[config.mk]
export PLATFORM = sky130hd
export DESIGN_NAME = zorro_master_cycle
export DESIGN_NICKNAME = d
export VERILOG_FILES = /design/src/rtl/zorro_pkg.sv /design/src/rtl/zorro_sync2.sv /design/src/rtl/zorro_master_cycle.sv
export SDC_FILE = /design/constraint.sdc
export NUM_CORES = 1
export LEC_CHECK = 0
export CELL_PAD_IN_SITES_DETAIL_PLACEMENT = 0
export CELL_PAD_IN_SITES_GLOBAL_PLACEMENT = 1
export CORE_AREA = 2 2 127 129
export DETAILED_ROUTE_END_ITERATION = 10
export DIE_AREA = 0 0 129 131
export PLACE_DENSITY_LB_ADDON = 0.1
export SLEW_MARGIN = 10
export SYNTH_ARGS = -nofsm -noshare
export SYNTH_HDL_FRONTEND = slang
export SYNTH_HIERARCHICAL = 1
export SYNTH_SLANG_ARGS = --single-unit
[constraint.sdc]
create_clock -name CLK -period 2.1 [get_ports CLK]
set_input_delay 0.525 -clock CLK [delete_from_list [all_inputs] [get_ports CLK]]
set_output_delay 0.525 -clock CLK [all_outputs]
set_load 0.02 [all_outputs]
[src/rtl/zorro_pkg.sv]
// Shared types and constants for the Zorro III bus-master cycle engine.
//   state_t    : master-cycle sequencer states
//   DS_IDLE    : negated data-strobe pattern
//   SYNC_DEPTH : flop count for the DTACK_n / BERR_n synchronizers
package zorro_pkg;

    typedef enum logic [2:0] {
        IDLE,
        ADDR,
        STROBE,
        WAIT_ACK,
        DONE,
        ERROR,
        RECOVER
    } state_t;

    localparam logic [3:0]  DS_IDLE    = 4'hF;
    localparam int unsigned SYNC_DEPTH = 2;

endpackage

[src/rtl/zorro_sync2.sv]
// Flop-chain synchronizer for an asynchronous active-low bus input.
// Resets to 1 so that the synchronized strobe reads as negated.
//   clk_i  : destination clock
//   rst_ni : asynchronous active-low reset
//   d_i    : asynchronous input
//   q_o    : synchronized output
module zorro_sync2
    import zorro_pkg::*;
(
    input  logic clk_i,
    input  logic rst_ni,
    input  logic d_i,
    output logic q_o
);

    logic [SYNC_DEPTH-1:0] sync_q;

    always_ff @(posedge clk_i or negedge rst_ni) begin
        if (!rst_ni) begin
            sync_q <= '1;
        end else begin
            sync_q <= {sync_q[SYNC_DEPTH-2:0], d_i};
        end
    end

    assign q_o = sync_q[SYNC_DEPTH-1];

endmodule

[src/rtl/zorro_master_cycle.sv]
// Zorro III bus-master cycle sequencer. Runs one 32-bit master cycle per
// local request while the arbiter grants the bus (MYBUS_n low), and keeps
// FCS asserted so the arbiter holds the bus until the cycle has finished.
//   CLK, RESET_n            : clock, asynchronous active-low reset
//   MYBUS_n                 : bus grant from arbiter (active low)
//   L_REQ/L_WRITE/L_BE/
//   L_ADDR/L_WDATA          : local request and its attributes
//   L_RDATA/L_ACK/L_ERR     : read data, completion and error pulses
//   FCS/DS_n/READ/DOE       : Zorro III cycle strobes
//   AD_OE/AD_OUT/AD_IN      : multiplexed address/data bus
//   DTACK_n/BERR_n          : asynchronous bus termination inputs
//   BUSY                    : sequencer not idle
module zorro_master_cycle
    import zorro_pkg::*;
#(
    parameter int unsigned TIMEOUT_CYCLES = 64,
    parameter int unsigned ADDR_SETUP     = 1
) (
    input  logic        CLK,
    input  logic        RESET_n,
    input  logic        MYBUS_n,
    input  logic        L_REQ,
    input  logic        L_WRITE,
    input  logic [3:0]  L_BE,
    input  logic [31:0] L_ADDR,
    input  logic [31:0] L_WDATA,
    output logic [31:0] L_RDATA,
    output logic        L_ACK,
    output logic        L_ERR,
    output logic        FCS,
    output logic [3:0]  DS_n,
    output logic        READ,
    output logic        DOE,
    output logic        AD_OE,
    output logic [31:0] AD_OUT,
    input  logic [31:0] AD_IN,
    input  logic        DTACK_n,
    input  logic        BERR_n,
    output logic        BUSY
);

    localparam logic [7:0] TO_LAST    = 8'(TIMEOUT_CYCLES - 1);
    localparam logic [1:0] SETUP_LAST = 2'(ADDR_SETUP - 1);

    logic dtack_n_s;
    logic berr_n_s;

    zorro_sync2 u_sync_dtack (
        .clk_i  (CLK),
        .rst_ni (RESET_n),
        .d_i    (DTACK_n),
        .q_o    (dtack_n_s)
    );

    zorro_sync2 u_sync_berr (
        .clk_i  (CLK),
        .rst_ni (RESET_n),
        .d_i    (BERR_n),
        .q_o    (berr_n_s)
    );

    state_t      state_q;
    logic        wr_q;
    logic [3:0]  be_q;
    logic [31:0] addr_q;
    logic [31:0] wdata_q;
    logic [1:0]  setup_cnt_q;
    logic [7:0]  to_cnt_q;

    logic        fcs_q;
    logic [3:0]  ds_n_q;
    logic        read_q;
    logic        doe_q;
    logic        ad_oe_q;
    logic [31:0] ad_out_q;
    logic [31:0] rdata_q;
    logic        ack_q;
    logic        err_q;
    logic        busy_q;

    always_ff @(posedge CLK or negedge RESET_n) begin
        if (!RESET_n) begin
            state_q     <= IDLE;
            wr_q        <= 1'b0;
            be_q        <= '0;
            addr_q      <= '0;
            wdata_q     <= '0;
            setup_cnt_q <= '0;
            to_cnt_q    <= '0;
            fcs_q       <= 1'b0;
            ds_n_q      <= DS_IDLE;
            read_q      <= 1'b1;
            doe_q       <= 1'b0;
            ad_oe_q     <= 1'b0;
            ad_out_q    <= '0;
            rdata_q     <= '0;
            ack_q       <= 1'b0;
            err_q       <= 1'b0;
            busy_q      <= 1'b0;
        end else begin
            // Completion flags are single-cycle pulses.
            ack_q <= 1'b0;
            err_q <= 1'b0;

            case (state_q)
                IDLE: begin
                    if (L_REQ && !MYBUS_n) begin
                        wr_q        <= L_WRITE;
                        be_q        <= L_BE;
                        addr_q      <= L_ADDR;
                        wdata_q     <= L_WDATA;
                        setup_cnt_q <= '0;
                        ad_oe_q     <= 1'b1;
                        ad_out_q    <= L_ADDR;
                        read_q      <= ~L_WRITE;
                        busy_q      <= 1'b1;
                        state_q     <= ADDR;
                    end
                end

                ADDR: begin
                    // Grant lost before FCS: back off, request stays pending.
                    if (MYBUS_n) begin
                        ad_oe_q  <= 1'b0;
                        ad_out_q <= '0;
                        read_q   <= 1'b1;
                        busy_q   <= 1'b0;
                        state_q  <= IDLE;
                    end else if (setup_cnt_q == SETUP_LAST) begin
                        fcs_q   <= 1'b1;
                        ad_oe_q <= wr_q;
                        if (wr_q) begin
                            ad_out_q <= wdata_q;
                        end
                        state_q <= STROBE;
                    end else begin
                        setup_cnt_q <= setup_cnt_q + 2'd1;
                    end
                end

                STROBE: begin
                    ds_n_q   <= ~be_q;
                    doe_q    <= 1'b1;
                    to_cnt_q <= '0;
                    state_q  <= WAIT_ACK;
                end

                WAIT_ACK: begin
                    // BERR has priority over DTACK; DTACK over timeout.
                    if (!berr_n_s || (dtack_n_s && (to_cnt_q == TO_LAST))) begin
                        fcs_q   <= 1'b0;
                        ds_n_q  <= DS_IDLE;
                        doe_q   <= 1'b0;
                        ad_oe_q <= 1'b0;
                        err_q   <= 1'b1;
                        state_q <= ERROR;
                    end else if (!dtack_n_s) begin
                        fcs_q   <= 1'b0;
                        ds_n_q  <= DS_IDLE;
                        doe_q   <= 1'b0;
                        ad_oe_q <= 1'b0;
                        ack_q   <= 1'b1;
                        if (!wr_q) begin
                            rdata_q <= AD_IN;
                        end
                        state_q <= DONE;
                    end else begin
                        to_cnt_q <= to_cnt_q + 8'd1;
                    end
                end

                DONE, ERROR: begin
                    state_q <= RECOVER;
                end

                RECOVER: begin
                    if (dtack_n_s && berr_n_s) begin
                        read_q   <= 1'b1;
                        ad_out_q <= '0;
                        busy_q   <= 1'b0;
                        state_q  <= IDLE;
                    end
                end

                default: begin
                    state_q <= IDLE;
                end
            endcase
        end
    end

    assign L_RDATA = rdata_q;
    assign L_ACK   = ack_q;
    assign L_ERR   = err_q;
    assign FCS     = fcs_q;
    assign DS_n    = ds_n_q;
    assign READ    = read_q;
    assign DOE     = doe_q;
    assign AD_OE   = ad_oe_q;
    assign AD_OUT  = ad_out_q;
    assign BUSY    = busy_q;

endmodule

## Word level (Yosys, flattened, before mapping)

Index checks and enable logic that the tools add are counted.

| cells by class | value |
|---|---|
| add/subtract/negate cells | 2 |
| equal/unequal tests | 18 |
| mux-type cells | 45 |
| bitwise operators | 5 |
| reductions and logical operators | 24 |

Operators with widths:

| kind | count |
|---|---|
| 2-to-1 mux 32 bit | 5 |
| one-hot mux 32 bit (3 select lines) | 1 |
| AND reduction 4 bit | 6 |
| 2-to-1 mux 3 bit | 6 |
| one-hot mux 3 bit (6 select lines) | 1 |
| 2-to-1 mux 1 bit | 17 |
| 2-to-1 mux 8 bit | 2 |
| one-hot mux 8 bit (2 select lines) | 1 |
| inequality test 2 bit (second input constant) | 7 |
| equality test 3 bit (second input constant) | 3 |
| inequality test 3 bit (second input constant) | 3 |
| one-hot mux 1 bit (3 select lines) | 3 |
| adder 8 x 1 -> 8 bit (second input constant) | 1 |
| equality test 8 x 6 -> 1 bit (second input constant) | 1 |
| 2-to-1 mux 4 bit | 2 |
| one-hot mux 4 bit (2 select lines) | 1 |
| equality test 3 x 2 -> 1 bit (second input constant) | 2 |
| 2-to-1 mux 2 bit | 3 |
| nonzero test 2 bit | 3 |
| nonzero test 3 bit | 2 |
| AND reduction 5 bit | 1 |
| inverter 1 bit | 4 |
| inverter 4 bit | 1 |
| one-hot mux 1 bit (2 select lines) | 2 |
| other kinds (12) | 16 |

| word-level totals | value |
|---|---|
| flip-flop bits (word level) | 129 |
| bits of input ports | 107 |
| output and inout port bits | 75 |
| word-level logic and storage cells | 112 |

## Longest topological paths before layout

Gate-level depths: netlist of the first run.

| logic depth | value |
|---|---|
| depth after elaboration | 5 |
| mapped depth | 7 |
| mapped depth without buffers | 5 |

## Hierarchy

Netlist of the first run, hierarchy kept.

By module, submodules not included:

| module | times used | cells each | area an instance (um^2) | seq. area each (um^2) |
|---|---|---|---|---|
| zorro_master_cycle | 1 | 393 | 5411.4 | 3134.3 |
| zorro_sync2 | 2 | 2 | 52.6 | 52.6 |

## Worst setup path before layout of the first run

Ideal clock, no wire load.

| timing path | value |
|---|---|
| path type | reg2reg |
| from | reg state_q[2] |
| to | reg ad_out_q[10], in the netlist AD_OUT[10] |
| setup time | 0.125 ns |
| arrival | 1.682 ns |
| required time | 1.975 ns |
| setup slack | 0.294 ns |
| stages on the path, launching flop included | 7 |
| path through | dfrtp_1 > buf_2 > nor2_1 > o21ai_0 > a22oi_2 > buf_4 > mux2_2 |

| between the ends | value |
|---|---|
| longest elaborated chain between the ends | 3 |
| elaborated cells on any way between the ends | 10 |
| those cells by class | eq/ne (6); mux (1); reduce/logical (3) |

RTL lines:

| item | RTL line | RTL |
|---|---|---|
| start, declared | zorro_master_cycle.sv:62 | `state_t state_q;` |
| start signal, assigned | zorro_master_cycle.sv:83 | `state_q <= IDLE;` |
| start signal, assigned | zorro_master_cycle.sv:117 | `state_q <= ADDR;` |
| start signal, assigned | zorro_master_cycle.sv:128 | `state_q <= IDLE;` |
| equality test 3 x 1 -> 1 bit (tied with other cells) | zorro_master_cycle.sv:105 | `case (state_q)` |
| inequality test 3 bit (no source line) (tied with other cells) | -- |  |
| AND reduction 5 bit (no source line) | -- |  |
| end signal, assigned | zorro_master_cycle.sv:133 | `ad_out_q <= wdata_q;` |
| end, declared | zorro_master_cycle.sv:75 | `logic [31:0] ad_out_q;` |

Several ways; a longest one is shown, not always the timed one.
A chain may end at the register's enable or synchronous reset.

## Worst setup path after layout of the first run

| timing path | value |
|---|---|
| from | reg to_cnt_q[1] |
| to | reg to_cnt_q[4] |

| between the ends | value |
|---|---|
| longest elaborated chain between the ends | 5 |
| elaborated cells on any way between the ends | 9 |
| those cells by class | add/sub (1); eq/ne (2); mux (3); reduce/logical (3) |

RTL lines:

| item | RTL line | RTL |
|---|---|---|
| start, declared | zorro_master_cycle.sv:68 | `logic [7:0] to_cnt_q;` |
| start signal, assigned | zorro_master_cycle.sv:168 | `to_cnt_q <= to_cnt_q + 8'd1;` |
| branches (longest 5 deep; another with adder 8 x 1 -> 8 bit) | -- |  |

Parallel ways; which one is timed is not known. The select of a mux whose other input is x is not followed.

==> out/qor.yml, run 1 <==
status:
  status: "complete, no violations"
yosys:
  syn_area_per_cell_um2: 13.9
  synth_edf_count: 0
  syn_area_um2: 5520
  synth_top_family_by_area: "multiplexers"
  synth_fa_ha_area_frac: 0.00454
  synth_area_leaders: "dfrtp_1 54%, mux2_2 20%, a22o_1 5.4%"
  ys_ff_latch: 129
  synth_flop_cell: "dfrtp_1"
  synth.area.mux_share: 0.212
  synth.top_cell.area_share: 0.544
  synthesis.nets: 506
  synth_seq_area_share: 0.587
  syn_inst: 397
  synthTopCellsByCount: "120 x dfrtp_1, 96 x mux2_2, 34 x a22o_1"
  synthArstFlopShare: 1.00
  yosys_warnings: 6
  synth-xor-area-share: 0
  synthSimpleGateAreaFrac: 0.0569
  synth-compound-area-share: 0.110
  synth_top_cell_by_area: "dfrtp_1"
  yosysMostFrequentCell: "dfrtp_1"
  ys_types: 47
placement:
  gp_congestion: 0.722
  pre_cts_ws_ps: -265
  place_inst: 800
  io_buffers: 181
  hpwl_um: 10000
drt:
  drt-initial-drc-count: 116
  via_per_inst: 4.88
  routedWlPerCell_um: 17.5
  wl_um: 14600
  drt_pass1_iterations: 4
  vias: 4073
  drc: 0
  antenna_left: 0
layout:
  layout-drive-gt1-share: 0.285
  fin_cells: 834
  layout.nets: 715
  syn_to_final_growth_pct: 53.5
  fin_util: 0.543
  n_antenna_cell: 0
worst_setup_path:
  r2r_cells: 5
  crit_chain: "ha_1 > nand4b_1 > o311ai_0 > mux2_2 > a22o_1"
  critical_path.endpoint_type: "flip-flop"
  critPathMaxFanout: 7
  crit_type: "flip-flop to flip-flop"
  startpoint: "to_cnt_q[1]"
  worstReg2RegStart: "to_cnt_q[1]"
  critPathSlowestCell: "o311ai_0"
  rrSetupSlack_ps: 100
  worstPathArrival_ps: 2290
  slowest_delay_ps: 460
  required_ps: 2400
  cp-start-kind: "flip-flop"
grt:
  grtUsageTotal: 0.174
  grt_max_degree: 42
  antenna_found_initial: 0
  grt_util_met3: 0.0721
  grt_pass1_vias: 4314
  busiest_layer: "met2"
  grt_first_pass_wirelength_um: 22200
  use_met1: 0.201
  use_met2: 0.292
  grt.overflow.total: 0
sta:
  finalSetupViolations: 0
  drv_slew: 0
  holdWs_ps: 76.3
  skew_ps: 7.82
  max_clock_freq_ghz: 0.501
  relSlewSlack: 0.583
  tightest_slew_ps: 624
  fin_crit_sh: 0.951
  rsz0062_at_grt: "false"
  hold_violations: 0
  layout_min_cycle_time_ps: 2000
  finalWorstSetupSlack_ps: 103
cts:
  cts_htree_levels: 4
  clk_pin_slew_worst_paths_ps: 60
  clock_latency_ps: 410
  cts.sinks: 129
  cts_tree: "built"
  root_buffer: "clkbuf_16"
  cts_buffers: 17
  cts_buffer_depth: 2
power_and_ir_drop:
  peakVddDrop_v: 0.000681
  power_density_nw_per_um2: 1520
  leakage_nw: 3.57
  total_power_w: 0.0129
floorplanning:
  die_w_um: 129
  coreArea_um2: 15600
  row_count: 46
  initial_utilization: 0.354
  fp.dieH_um: 131
  io_pins: 182
  dieArea_um2: 16900
worst_hold_path:
  hp-class: "primary input to async pin"
flow_run:
  cap_violations: 0
[worst paths after layout]
check | to
worst max register to register | to_cnt_q[4]
worst max-delay path | to_cnt_q[4]
min in group CLK | u_sync_berr/sync_q[1]
worst min-delay path | to_cnt_q[1]
worst min register to register | u_sync_berr/sync_q[1]
max in group asynchronous | DS_n[3]
[registers in the layout, indices dropped and copies added (netlist names), 2 cells and up]
| register | flops |
|---|---|
| AD_OUT | 32 |
| L_RDATA | 32 |
| wdata_q | 32 |
| to_cnt_q | 8 |
| DS_n | 4 |
| be_q | 4 |
| state_q | 3 |
| setup_cnt_q | 2 |
| u_sync_berr/sync_q | 2 |
| u_sync_dtack/sync_q | 2 |
[stage by stage]
step | TNS, ps | area (um^2)
final | 0 | 8470
after global routing | 0 | 8470
after CTS | 0 | 8430
after detailed placement | -8130 | 7790
after global placement | -6870 | 7790
after floorplan | 0 | 5520
[kinds of logic (layout without fill, tap and decap cells)]
| group | after synthesis | after routing |
|---|---|---|
| fa+ha+maj | 2 | 2 |
| compound gates | 79 | 80 |
| simple gates | 53 | 53 |
| flops | 129 | 129 |
| mux | 104 | 104 |
| buf+inv | 30 | 250 |
[layout make-up]
class	count	area (um^2)
flip-flops and latches	129	3240
fillers	1358	7130
well taps	216	270
clock inverters	9	180
multi-input cells	239	2160
inverters	5	18.8
repair buffers	214	2140
clock buffers	22	464
[report_power, final]
part | total [W] | switching (W) | internal [W]
clock network | 0.00322 | 0.00105 | 0.00216
logic | 0.00546 | 0.00253 | 0.00293
registers | 0.00422 | 0.000595 | 0.00362
[metal layers]
layer	share of wire	vias up
met5	0	-
met2	0.51	106
li1	-	1888
met3	0.072	19
met4	0.015	0
met1	0.41	2060
[layout by cell type (no fill, tap or decap), drive strengths merged, types with 6 or more instances in the layout]
cell type	instances
clkdlybuf4s50	175
dfrtp	120
mux2	102
a22o	34
buf	34
clkbuf	22
nand2	14
a21oi	10
dfstp	9
o21ai	9
nand3	7
nand2b	6
[critical path: cells and delay by family, from the launching register on]
family	cells	cell delay, ps
DFF	1	410
muxes	1	380
adders and majority gates	1	210
and+or+nand+nor	1	260
AOI/OAI and AO/OA	2	640
[timing repair]
action / in CTS / in global routing
cloned: 0 / 1
resized for setup: 4 / 5
endpoints found under the hold margin: 0 / 0
hold buffers: 0 / 0
setup endpoints to repair: 4 / 36
setup buffers: 0 / 2
Power figures use the tool's default switching activity.
==> inputs of run 2 (changes only) <==
Settings changed: CORE_AREA 2 2 127 129 to 2 2 126 128, CTS_BUF_LIST from default to sky130_fd_sc_hd__clkbuf_4, DIE_AREA 0 0 129 131 to 0 0 128 130, SYNTH_HIERARCHICAL 1 to default.
==> run 2 against run 1 <==
Hold slack gained 290 ps. Total power shrank 16%. Combinational power shrank 10%. Design area shrank 4.6%. Clock-buffer cell count shrank 3.
==> out/qor.yml, run 2 <==
cts:
  cts_buffers: 17
  cts_buffer_depth: 2
  clock_latency_ps: 530
  cts.sinks: 129
  cts_tree: "built"
  cts_htree_levels: 4
  root_buffer: "clkbuf_4"
  clk_pin_slew_worst_paths_ps: 110
worst_setup_path:
  rrSetupSlack_ps: 170
  critical_path.endpoint_type: "output pin"
  r2r-end: "to_cnt_q[6]"
  crit_buf_inv: 1
  crit_chain: "clkdlybuf4s50_1"
  required_ps: 1570
  crit_type: "flip-flop to output pin"
  cp-start-kind: "flip-flop"
  worstPathArrival_ps: 1480
  slowest_delay_ps: 600
  worstReg2RegStart: "to_cnt_q[0]"
  critPathSlowestCell: "clkdlybuf4s50_1"
  cp_top_family: "buffers and inverters"
  r2r_cells: 5
  critPathMaxFanout: 2
sta:
  drv_slew: 0
  tightest_slew_ps: 401
  fin_crit_sh: 0.955
  layout_min_cycle_time_ps: 2010
  rsz0062_at_grt: "false"
  max_clock_freq_ghz: 0.499
  finalWorstSetupSlack_ps: 94.4
  hold_violations: 0
  relSlewSlack: 0.733
  finalSetupViolations: 0
  tns_ps: 0
  skew_ps: 14.4
  holdWs_ps: 362
floorplanning:
  io_pins: 182
  coreArea_um2: 15400
  row_count: 46
  fp.dieH_um: 130
  dieArea_um2: 16600
  initial_utilization: 0.360
  die_w_um: 128
yosys:
  synth_edf_count: 0
  syn_inst: 419
  synth_flop_cell: "dfrtp_1"
  synth_fa_ha_area_frac: 0.00451
  synth_top_cell_by_area: "dfrtp_1"
  synthArstFlopShare: 1.00
  synth_seq_area_share: 0.584
  synthTopCellsByCount: "120 x dfrtp_1, 51 x mux2_1, 35 x inv_1"
  syn_area_per_cell_um2: 13.2
  synth-compound-area-share: 0.0939
  yosys_warnings: 0
  synthSimpleGateAreaFrac: 0.0605
  synth.top_cell.area_share: 0.542
  synth.area.mux_share: 0.202
  synth_area_leaders: "dfrtp_1 54%, mux2_1 10%, mux2i_1 5.8%"
  ys_types: 52
  syn_area_um2: 5550
  ys_ff_latch: 129
  synth_top_family_by_area: "multiplexers"
  yosysMostFrequentCell: "dfrtp_1"
  synthesis.nets: 528
  synth-xor-area-share: 0
power_and_ir_drop:
  total_power_w: 0.0108
  peakVddDrop_v: 0.000587
  leakage_nw: 3.99
  power_density_nw_per_um2: 1340
grt:
  use_met2: 0.279
  grt.overflow.total: 0
  antenna_found_initial: 1
  grt_first_pass_wirelength_um: 22200
  grt_pass1_vias: 4294
  use_met1: 0.223
  busiest_layer: "met2"
  grt_max_degree: 70
  grtUsageTotal: 0.172
  grt_util_met3: 0.0513
drt:
  drc: 0
  drt-initial-drc-count: 205
  antenna_left: 0
  via_per_inst: 4.86
  wl_um: 13600
  vias: 4023
  drt_pass1_iterations: 4
  routedWlPerCell_um: 16.4
placement:
  pre_cts_ws_ps: -117
  hpwl_um: 9650
  dpl-instance-area_um2: 7710
  io_buffers: 181
  gp_congestion: 0.762
worst_hold_path:
  holdPathStages: 0
  hold_start: "u_sync_dtack.sync_q[0]"
  hp-class: "flip-flop to flip-flop"
  min_to: "u_sync_dtack.sync_q[1]"
layout:
  fin_area_um2: 8080
  layout_commonest_cell: "dfrtp_1"
  layout.nets: 731
  layout-drive-gt1-share: 0.151
  syn_to_final_growth_pct: 45.7
  most-common-layout-cells: "120 x dfrtp_1, 115 x clkdlybuf4s50_1, 51 x mux2_1, 42 x dlymetal6s2s_1, 35 x inv_1"
flow_run:
  cap_violations: 0
status:
  status: "complete, no violations"
==> run 2: changes by cell type after synthesis, sizes merged, moves of 3 or more <==
cell	before	now
o311ai	5	1
nor2	4	8
inv	5	35
clkbuf	8	4
mux2	102	71
nand3b	0	4
mux2i	2	32
nand2b	6	3
a22o	34	1
a22oi	1	33
==> run 2: repair_timing <==
item,in CTS,in global routing
hold endpoints to repair,69,0
hold buffers,1,0
setup endpoints to repair,23,42
buffers inserted,0,0
resized for setup,23,42
==> run 2: how the worst max path moves through the flow <==
stage / start / end / slack [ps] / depth (start not counted)
after floorplan: to_cnt_q[0] / to_cnt_q[6] / 190 / 6
after global placement: MYBUS_n / wdata_q[10] / -100 / 6
after detailed placement: MYBUS_n / wdata_q[5] / -120 / 6
after CTS: AD_OUT[3] / AD_OUT[3] / 0.3 / 1
after global routing: L_RDATA[16] / L_RDATA[16] / 0.5 / 1
final: L_RDATA[25] / L_RDATA[25] / 90 / 1
==> run 2: stage by stage <==
step,utilization,std cells
final,0.524,828
after global routing,0.524,828
after CTS,0.517,827
after detailed placement,0.500,794
after global placement,0.500,794
after floorplan,-,419
==> run 2: cell families (layout without fill, tap and decap cells) <==
logic type                 count (synthesis)  in the layout
adders and majority gates                  2              2
DFF                                      129            129
other                                      0              1
and+or+nand+nor                           55             55
muxes                                    103            103
buffers and inverters                     58            274
AOI/OAI and AO/OA                         72             72
==> run 2: metal layers <==
metal  wire length (um)  part of all wire
met5                  0                 0
met4                142             0.010
met3                827             0.061
met2               6580              0.48
met1               6050              0.44
==> run 2: layout make-up <==
cell class                      count  area, um^2
Fill cell                        1384        7340
Tap cell                          192         240
Inverter                           35         131
Clock inverter                     13         144
Multi-Input combinational cell    232        2010
Clock buffer                       19         143
Sequential cell                   129        3240
Timing Repair Buffer              207        2170
Antenna cell                        1        2.50
==> run 2: power breakdown <==
| part | switching [W] | total (W) | internal, W |
|---|---|---|---|
| clock | 0.000903 | 0.00173 | 0.000831 |
| combinational | 0.00249 | 0.00489 | 0.00240 |
| sequential | 0.000559 | 0.00417 | 0.00361 |
| total | 0.00395 | 0.0108 | 0.00684 |
==> inputs of run 3 (changes only) <==
Clock period 2.1 ns to 2.2 ns, I/O delays scaled along.
==> run 3 against run 2 <==
First-iteration DRC count is 11% higher. Clock power is 11% lower. Total power is 4.1% lower. Die area stayed put. Design area is 2.2% lower. Utilization is 1.1 points lower. Combinational power is 2% lower. Critical path type unchanged. Highest routed layer unchanged.
==> out/qor.yml, run 3 (synthesized netlist as in run 2, its figures left out) <==
worst_setup_path:
  rrSetupSlack_ps: 200
  r2r_cells: 5
  required_ps: 1650
  worstPathArrival_ps: 1550
  endpoint: "BUSY"
  critPathSlowestCell: "clkdlybuf4s50_1"
  cp-start-kind: "flip-flop"
  slowest_delay_ps: 660
  critPathMaxFanout: 2
  startpoint: "BUSY"
  crit_type: "flip-flop to output pin"
  critical_path.endpoint_type: "output pin"
  crit_buf_inv: 1
  cp_num_cells: 1
  worstReg2RegStart: "to_cnt_q[0]"
  crit_chain: "clkdlybuf4s50_1"
  cp_top_family: "buffers and inverters"
  r2r-end: "to_cnt_q[5]"
grt:
  grt.overflow.total: 0
  grtUsageTotal: 0.171
  grt_max_degree: 62
  grt_pass1_vias: 4181
  grt_first_pass_wirelength_um: 21800
  antenna_found_initial: 1
layout:
  fin_area_um2: 7910
  syn_to_final_growth_pct: 42.6
  fin_cells: 822
  n_fill_cell: 1392
  multiInputGateArea_um2: 2010
  seq_area_um2: 3240
  most-common-layout-cells: "175 x clkdlybuf4s50_1, 119 x dfrtp_1, 51 x mux2_1, 35 x inv_1"
  layout-drive-gt1-share: 0.145
  layout.nets: 726
  layout_commonest_cell: "clkdlybuf4s50_1"
floorplanning:
  die_w_um: 128
  initial_utilization: 0.360
  coreArea_um2: 15400
  row_count: 46
  fp.dieH_um: 130
  dieArea_um2: 16600
  io_pins: 182
sta:
  fin_crit_sh: 0.955
  max_clock_freq_ghz: 0.476
  drv_slew: 0
  rsz0062_at_grt: "false"
  hold_violations: 0
  tns_ps: 0
  finalSetupViolations: 0
  tightest_slew_ps: 537
  relSlewSlack: 0.640
  skew_ps: 17.0
  layout_min_cycle_time_ps: 2100
power_and_ir_drop:
  power_frac_comb: 0.461
  peakVddDrop_v: 0.000451
  p_clk_frac: 0.148
  switching_share: 0.363
  leakage_nw: 3.42
  netSwitchingPower_w: 0.00375
  total_power_w: 0.0104
  p_seq_frac: 0.391
  p_int_w: 0.00660
  power_density_nw_per_um2: 1310
status:
  status: "complete, no violations"
placement:
  gp_congestion: 0.782
  place_inst: 789
  dpl-instance-area_um2: 7640
  io_buffers: 181
  hpwl_um: 9830
cts:
  cts_buffer_depth: 2
  cts_htree_levels: 4
  cts_tree: "built"
  clock_latency_ps: 530
  root_buffer: "clkbuf_4"
  cts.sinks: 129
  cts_setup_buffers: 0
  clk_pin_slew_worst_paths_ps: 100
  cts_buffers: 17
drt:
  antenna_left: 0
  via_per_inst: 4.86
  vias: 3996
  wl_um: 13800
  routedWlPerCell_um: 16.7
  drt-initial-drc-count: 228
  drc: 0
  drt_pass1_iterations: 4
worst_hold_path:
  hp-class: "flip-flop to flip-flop"
flow_run:
  cap_violations: 0
[run 3: layer usage]
metal	up-vias	part of all wire	GRT usage
met3	18	0.051	0.0467
met2	114	0.48	0.276
met1	1973	0.45	0.221
li1	1891	-	-
met5	-	0	0
met4	0	0.018	0.0679
[run 3: power groups by stage]
stage	sequential [W]	combinational (W)	clock, W
after global routing	0.00418	0.00516	0.00172
after floorplan	0.00480	0.00193	0
final	0.00405	0.00477	0.00154
after CTS	0.00405	0.00485	0.00161
after detailed placement	0.00410	0.00487	0
after global placement	0.00406	0.00479	0
[run 3: repair_timing]
item | in CTS | in global routing
gates resized for setup | 5 | 1
hold buffers | 1 | 0
hold endpoints to repair | 27 | 0
endpoints found under the setup margin | 5 | 10
pin swaps | 0 | 0
[run 3: worst min path at each step]
stage                                     start                    end  slack (ps)  cells after the start
final                     u_sync_berr.sync_q[0]  u_sync_berr.sync_q[1]         360                      0
after global routing      u_sync_berr.sync_q[0]  u_sync_berr.sync_q[1]         370                      0
after CTS                 u_sync_berr.sync_q[0]  u_sync_berr.sync_q[1]         360                      0
after detailed placement  u_sync_berr.sync_q[0]  u_sync_berr.sync_q[1]         350                      0
after global placement    u_sync_berr.sync_q[0]  u_sync_berr.sync_q[1]         350                      0
after floorplan                         RESET_n                  AD_OE         250                      0
[run 3: final cells by class]
class                   instances  share of cell area
clock buffers                  22              0.0209
well taps                     192              0.0304
repair buffers                202               0.256
clock inverters                 9              0.0116
diodes                          1            0.000316
inverters                      35              0.0166
flip-flops and latches        129               0.410
multi-input cells             232               0.254
[run 3: stage by stage]
stage,hold WS (ps),worst slack [ps],util
after global placement,346,-7.78,0.496
final,362,98.4,0.513
after CTS,364,29.7,0.512
after floorplan,254,288,-
after global routing,371,7.92,0.513
after detailed placement,348,-54.6,0.496
